<file path="config.mk">
export PLATFORM = sky130hd
export DESIGN_NAME = fp32_to_int32
export DESIGN_NICKNAME = d
export VERILOG_FILES = /design/src/rtl/fpu_pkg.sv /design/src/rtl/fp32_to_int32.sv
export SDC_FILE = /design/constraint.sdc
export NUM_CORES = 1
export LEC_CHECK = 0
export ABC_AREA = 1
export CAP_MARGIN = 20
export CORE_MARGIN = 5
export CORE_UTILIZATION = 40
export DETAILED_ROUTE_END_ITERATION = 10
export GPL_ROUTABILITY_DRIVEN = 0
export GPL_TIMING_DRIVEN = 0
export PLACE_DENSITY = 0.67
export SLEW_MARGIN = 20
export SYNTH_ARGS = -nofsm -noshare
export SYNTH_HDL_FRONTEND = slang
export SYNTH_SLANG_ARGS = --single-unit
</file>
<file path="constraint.sdc">
create_clock -name clk -period 1.4 [get_ports clk]
set_input_delay 0.28 -clock clk [delete_from_list [all_inputs] [get_ports clk]]
set_output_delay 0.28 -clock clk [all_outputs]
set_load 0.02 [all_outputs]
</file>
<file path="src/rtl/fpu_pkg.sv">
// fpu_pkg: shared FPU constants and the FP32-to-INT32 converter state encoding
package fpu_pkg;
  localparam int FP32_BIAS = 127;
  localparam logic [31:0] INT32_SAT = 32'h8000_0000;
  typedef enum logic [2:0] {
    ST_GET,
    ST_UNPACK,
    ST_SPECIAL,
    ST_CONVERT,
    ST_PACK,
    ST_PUT
  } f2i_state_t;
endpackage

</file>
<file path="src/rtl/fp32_to_int32.sv">
// fp32_to_int32: iterative FP32 to signed INT32 conversion, round toward zero, saturating
module fp32_to_int32
  import fpu_pkg::*;
(
  input  logic        clk,
  input  logic        rst,
  input  logic [31:0] in_z,
  input  logic        in_z_stb,
  output logic        in_z_ack,
  output logic [31:0] out_i,
  output logic        out_i_stb,
  input  logic        out_i_ack
);
  f2i_state_t         state, state_n;
  logic [31:0]        z, z_n;
  logic               sign, sign_n;
  logic signed [9:0]  exp, exp_n;
  logic [23:0]        man, man_n;
  logic [31:0]        work, work_n;
  logic               in_z_ack_n, out_i_stb_n;
  logic [31:0]        out_i_n;
  // next-state and datapath updates; the shifter moves one bit per cycle until exp reaches 31
  always_comb begin
    state_n     = state;
    z_n         = z;
    sign_n      = sign;
    exp_n       = exp;
    man_n       = man;
    work_n      = work;
    in_z_ack_n  = in_z_ack;
    out_i_n     = out_i;
    out_i_stb_n = out_i_stb;
    case (state)
      ST_GET: begin
        in_z_ack_n = 1'b1;
        if (in_z_ack && in_z_stb) begin
          z_n        = in_z;
          in_z_ack_n = 1'b0;
          state_n    = ST_UNPACK;
        end
      end
      ST_UNPACK: begin
        sign_n  = z[31];
        exp_n   = $signed({2'b00, z[30:23]} - 10'(FP32_BIAS));
        man_n   = {1'b1, z[22:0]};
        state_n = ST_SPECIAL;
      end
      ST_SPECIAL: begin
        if (&z[30:23] || exp >= 10'sd31) begin
          out_i_n     = INT32_SAT;
          out_i_stb_n = 1'b1;
          state_n     = ST_PUT;
        end else if (exp < 10'sd0) begin
          out_i_n     = '0;
          out_i_stb_n = 1'b1;
          state_n     = ST_PUT;
        end else begin
          work_n  = {man, 8'h00};
          state_n = ST_CONVERT;
        end
      end
      ST_CONVERT: begin
        if (exp < 10'sd31) begin
          work_n = work >> 1;
          exp_n  = exp + 10'sd1;
        end else begin
          state_n = ST_PACK;
        end
      end
      ST_PACK: begin
        out_i_n     = sign ? ~work + 32'd1 : work;
        out_i_stb_n = 1'b1;
        state_n     = ST_PUT;
      end
      ST_PUT: begin
        if (out_i_stb && out_i_ack) begin
          out_i_stb_n = 1'b0;
          state_n     = ST_GET;
        end
      end
      default: state_n = ST_GET;
    endcase
  end
  // state and datapath registers; reset discards any in-flight conversion
  always_ff @(posedge clk or negedge rst) begin
    if (!rst) begin
      state     <= ST_GET;
      z         <= '0;
      sign      <= 1'b0;
      exp       <= '0;
      man       <= '0;
      work      <= '0;
      in_z_ack  <= 1'b0;
      out_i     <= '0;
      out_i_stb <= 1'b0;
    end else begin
      state     <= state_n;
      z         <= z_n;
      sign      <= sign_n;
      exp       <= exp_n;
      man       <= man_n;
      work      <= work_n;
      in_z_ack  <= in_z_ack_n;
      out_i     <= out_i_n;
      out_i_stb <= out_i_stb_n;
    end
  end
endmodule

</file>
### After elaboration in Yosys (flattened, before gate mapping)

Cells that the tools add are included.

| storage, ports and cells | value |
|---|---|
| register bits after elaboration | 136 |
| bits in latches | 0 |
| memory bits (writable) | 0 |
| bits in read-only memories | 0 |
| bits of input ports | 36 |
| output and inout port bits | 34 |
| logic and storage cells | 64 |
| memories | 0 |

| cells by class | value |
|---|---|
| add/subtract/negate cells | 3 |
| $mul | 0 |
| div/mod/pow operators | 0 |
| order comparisons | 3 |
| equal/unequal tests | 12 |
| shifts and indexed selects | 0 |
| mux-type cells | 21 |
| bitwise operators | 1 |
| reduce and logical (&&, ||, !) cells | 15 |

Operator list:

| cell | number |
|---|---|
| $mux W32 | 6 |
| $pmux W32 S2 | 2 |
| $add A32 B1 Y32 const B | 1 |
| $not A32 Y32 | 1 |
| $pmux W10 S2 | 1 |
| $pmux W3 S6 | 1 |
| $mux W3 | 5 |
| $ne A2 B2 Y1 const B | 6 |
| $add A10 B2 Y10 const B | 1 |
| $ge A10 B6 Y1 const B | 1 |
| $lt A10 B1 Y1 const B | 1 |
| $lt A10 B6 Y1 const B | 1 |
| $mux W10 | 1 |
| $sub A8 B7 Y9 const B | 1 |
| $reduce_and A8 Y1 | 1 |
| $eq A3 B2 Y1 const B | 2 |
| $eq A3 B3 Y1 const B | 2 |
| $reduce_and A2 Y1 | 3 |
| $reduce_and A3 Y1 | 2 |
| $reduce_bool A2 Y1 | 3 |
| $mux W1 | 4 |
| $reduce_and A4 Y1 | 1 |
| $eq A3 B1 Y1 const B | 1 |
| $logic_not A3 Y1 | 1 |
| other kinds (5) | 6 |

### Logic depth before layout (Yosys ltp)

| logic depth | value |
|---|---|
| word-level depth | 4 |
| gate-level depth with buffers | 13 |
| depth with buffers taken out | 12 |

### Worst setup path after synthesis

No wires, ideal clock.

| path | value |
|---|---|
| path kind | reg2reg |
| start | register exp[0] |
| end | register work[22] |
| setup time | 0.120 ns |
| data arrival time | 1.458 ns |
| required time | 1.280 ns |
| setup slack | -0.178 ns |
| cell stages (with the launch flop) | 14 |
| buffers on the path | 1 |
| period minus slack after synthesis | 1.578 ns |
| path through | dfrtp_1 > ha_1 > nand3_2 > nor2_2 > inv_2 > nand2_2 > nand2_4 > nand2_8 > nand2_8 > nand2_4 > inv_6 > buf_6 > nand2_2 > o21ai_2 |

| between the ends | value |
|---|---|
| cells in the longest elaborated chain, start to end | 4 |
| elaborated cells between the ends (all ways) | 8 |
| classes of those cells | order compare (3); eq/ne (3); reduce/logical (2) |

Ends and longest elaborated chain:

| item | RTL line | text |
|---|---|---|
| start: declaration | fp32_to_int32.sv:17 | `logic signed [9:0] exp, exp_n;` |
| start signal: assignment | fp32_to_int32.sv:100 | `exp <= exp_n;` |
| $ge A10 B6 Y1 | fp32_to_int32.sv:49 | `if (&z[30:23] \|\| exp >= 10'sd31) begin` |
| $logic_or A1 B1 Y1 | fp32_to_int32.sv:49 |  |
| $ne A2 B2 Y1 (no line) | -- |  |
| $reduce_and A4 Y1 (no line) * | -- |  |
| end signal: assignment | fp32_to_int32.sv:102 | `work <= work_n;` |
| end: declaration | fp32_to_int32.sv:19 | `logic [31:0] work, work_n;` |

Mark *: on every way between the ends. The rest lies on a longest branch, timed or not.
A chain may end at the register's enable or synchronous reset.

### Worst setup path in the final report

Ends and elaborated chain as after synthesis.

==> flow_metrics.tcl <==
set metrics [dict create \
    reg2reg_depth 13 \
    postSynthCellCount 888 \
    via_count 6493 \
    reg2reg_to "work[22]$_DFFE_PN0P_" \
    htreeDepth 4 \
    num_rows 48 \
    synth_cell_type_count 33 \
    cap_viol_max_count 0 \
    crit_slowest_cell "dfrtp_1" \
    critPathKind "flop to flop" \
    yosysTopAreaCell "dfrtp_1" \
    skew_ps 15.9 \
    grt_antenna_before_repair 0 \
    cts_inserted_buffers 17 \
    worstPathArrival_ps 2040 \
    hold_viol_final 0 \
    ys.flop_type "dfrtp_1" \
    setup_viol_count_final 129 \
    critPathMaxFanout 10 \
    period_needed_ps 1730 \
    die_h_um 142 \
    violations "negative setup slack" \
    end_kind "flop" \
    drtPass1Iterations 6 \
    clk_pin_slew_ps 60 \
    start_util_pct 40.5 \
    drv_slew 0 \
    mappedNetlistNets 927 \
    synth.area.top_cells "dfrtp_1, nand2_1, o21ai_0" \
    slew-limit-headroom_pct 69.3 \
    slowest_delay_ps 360 \
    yosysMostFrequentCell "nand2_1" \
    mappedNetlistArea_um2 6950 \
    worstPathRequired_ps 1710 \
    peakVddDrop_mv 1.27 \
    cp_num_buf_inv 3 \
    reg2reg_slack_ps -330 \
    core_area_um2 17200 \
    clkLatencyLatePin_ps 440 \
    final_util_pct 56.7 \
    crit_family "simple AND/OR/NAND/NOR gates" \
    cts.path.max_buffers 2 \
    pin_count 70 \
    fmax_mhz 578 \
    grt.total_usage_pct 18.7 \
    path_depth 13 \
    ys_seq_area_share_pct 49.0 \
    syn_area_per_cell_um2 7.83 \
    synth_fa_ha_area_share_pct 0.540 \
    drtIter0Drc 671 \
    cp-endpoint "work[22]$_DFFE_PN0P_" \
    p_leak_nw 4.69 \
    area_growth_pct 40.0 \
    die_w_um 142 \
    netlist.area_leader.share_pct 49.0 \
    hpwlAfterDp_mm 12.8 \
    status "complete, but fails checks" \
    io_buffers 69 \
    viasPerCell 5.14 \
    rsz0062_at_grt "true" \
    antenna_cells 0 \
    grt_pass1_wl_mm 30.1 \
    gr-total-overflow 0 \
    wl_per_cell_um 15.5 \
    start_kind "flop" \
    drc 0 \
    fin_cells 1263 \
    synth_top_family_by_area "simple AND/OR/NAND/NOR gates" \
    wl_mm 19.6 \
    cts_tree "built" \
    synthXorXnorAreaFrac_pct 0.252 \
    worstMarginPinSlew_ps 460 \
    synth_compound_area_share_pct 13.8 \
    synth_mux_area_share_pct 0 \
    power_density_nw_per_um2 2380 \
    synthArstFlopShare_pct 100 \
    cts_sinks 136 \
    dp_cells 1183 \
    layout.nets 1064 \
    cpMostUsedCell "nand2_4" \
    root_buffer "clkbuf_16" \
    startpoint "exp[0]$_DFFE_PN0P_" \
    ant_nets 0 \
    grt_start_max_net_pins 79 \
    yosys_warnings 0 \
    hold_class "primary input to asynchronous set/reset pin" \
    layout-drive-gt1-share_pct 33.3 \
    worst_slack_ps -330 \
    crit_chain "ha_2 -> nand3_4 -> nor2_4 -> inv_2 -> nand2_4 -> nand2_4 -> nand2_1 -> nand2_2 -> nand2_4 -> inv_8 -> buf_8 -> nand2_2 -> o21ai_2" \
    synthTopCellsByCount "nand2_1, dfrtp_1, o21ai_0" \
    ys_ff_latch 136 \
    reg2reg_from "exp[0]$_DFFE_PN0P_" \
    fin_crit_sh_pct 124 \
    die_area_um2 20100 \
    synth-edff-count 0 \
    grt_pass1_vias 5988 \
    yosys.area_share.simple_pct 29.5 \
]
[worst reg2reg max path, delay by kind of cell, from the launching register on]
kind / cells / cell delay (ps)
DFF: 1 / 360
buffers and inverters: 3 / 270
AOI/OAI and AO/OA: 1 / 50
adders and majority gates: 1 / 220
and+or+nand+nor: 8 / 690
[registers in the layout (all words and copies together), names as in the netlist]
signal,flops
out_i,32
work,32
z,32
man,24
exp,10
state,3
in_z_ack,1
out_i_stb,1
sign,1
[worst min path at each step]
stage,end,startpoint,cells after the start
after floorplan,exp[0]$_DFFE_PN0P_,rst,0
after global placement,man[23]$_DFFE_PN0P_,man[23]$_DFFE_PN0P_,1
after detailed placement,z[30]$_DFFE_PN0P_,rst,1
after CTS,z[3]$_DFFE_PN0P_,in_z[3],3
after global routing,z[1]$_DFFE_PN0P_,in_z[1],3
final,z[25]$_DFFE_PN0P_,rst,2
[final cells by class]
| class | count | area, um2 |
|---|---|---|
| flip-flops and latches | 136 | 3410 |
| clock buffers | 20 | 447 |
| plain buffers | 34 | 358 |
| well taps | 225 | 282 |
| fillers | 1546 | 7450 |
| repair buffers | 118 | 1160 |
| inverters | 74 | 313 |
| clock inverters | 12 | 175 |
| multi-input cells | 643 | 3580 |
| repair inverters | 1 | 6.26 |
[metrics by stage]
step / total power, mW / hold WS [ps] / setup slack, ps / instance area, um2 / setup TNS (ps)
floorplan: 12.6 / -15.6 / -173 / 6970 / -8970
global placement: 15.1 / 453 / -5340 / 7940 / -768710
detailed placement: 15.2 / 244 / -578 / 7970 / -45930
CTS: 21.0 / 372 / -280 / 9030 / -17280
global route: 24.8 / 386 / -424 / 9730 / -33350
finish: 23.2 / 355 / -330 / 9730 / -23040
[kinds of logic after synthesis]
| logic type | Yosys count |
|---|---|
| flops | 136 |
| xor+xnor | 2 |
| fa+ha+maj | 3 |
| buf+inv | 109 |
| compound gates | 161 |
| simple gates | 477 |
[cell usage in the layout (no fill, tap or decap), types with 4 or more instances in the layout]
cell / count
nand2_1: 227
dfrtp_1: 133
nand2_2: 79
inv_1: 58
o21ai_0: 50
nor2_1: 49
o21ai_2: 47
nand3_1: 42
clkdlybuf4s50_1: 34
o21ai_1: 32
clkbuf_2: 29
buf_4: 25
clkbuf_16: 23
buf_6: 21
nand2_4: 20
nand4_1: 19
a21oi_1: 16
buf_8: 10
nor2_2: 10
inv_2: 9
nor2_4: 8
nor3_1: 8
buf_2: 7
nand3_2: 6
buf_12: 5
o31ai_1: 5
clkdlybuf4s15_2: 5
inv_4: 4
clkbuf_1: 4
a31oi_1: 4
bufinv_16: 4
[metal layers]
layer | GRT usage (%) | wire (um)
met1 | 25.7 | 8690
met4 | 6.62 | 412
met2 | 29.6 | 9330
met5 | 0 | 0
met3 | 3.67 | 1190
[timing repair]
action,4_1_cts,5_1_grt
setup endpoints to repair,168,158
cloned,4,8
hold buffers,1,0
gates resized for setup,163,218
buffers inserted,18,19
endpoints found under the hold margin,58,0
pin swaps,14,32
[power breakdown]
group / total [mW] / internal [mW] / switching [mW]
registers: 6.76 / 5.49 / 1.27
logic: 11.7 / 4.82 / 6.84
clock network: 4.75 / 3.02 / 1.73
Power figures use the tool's default switching activity.
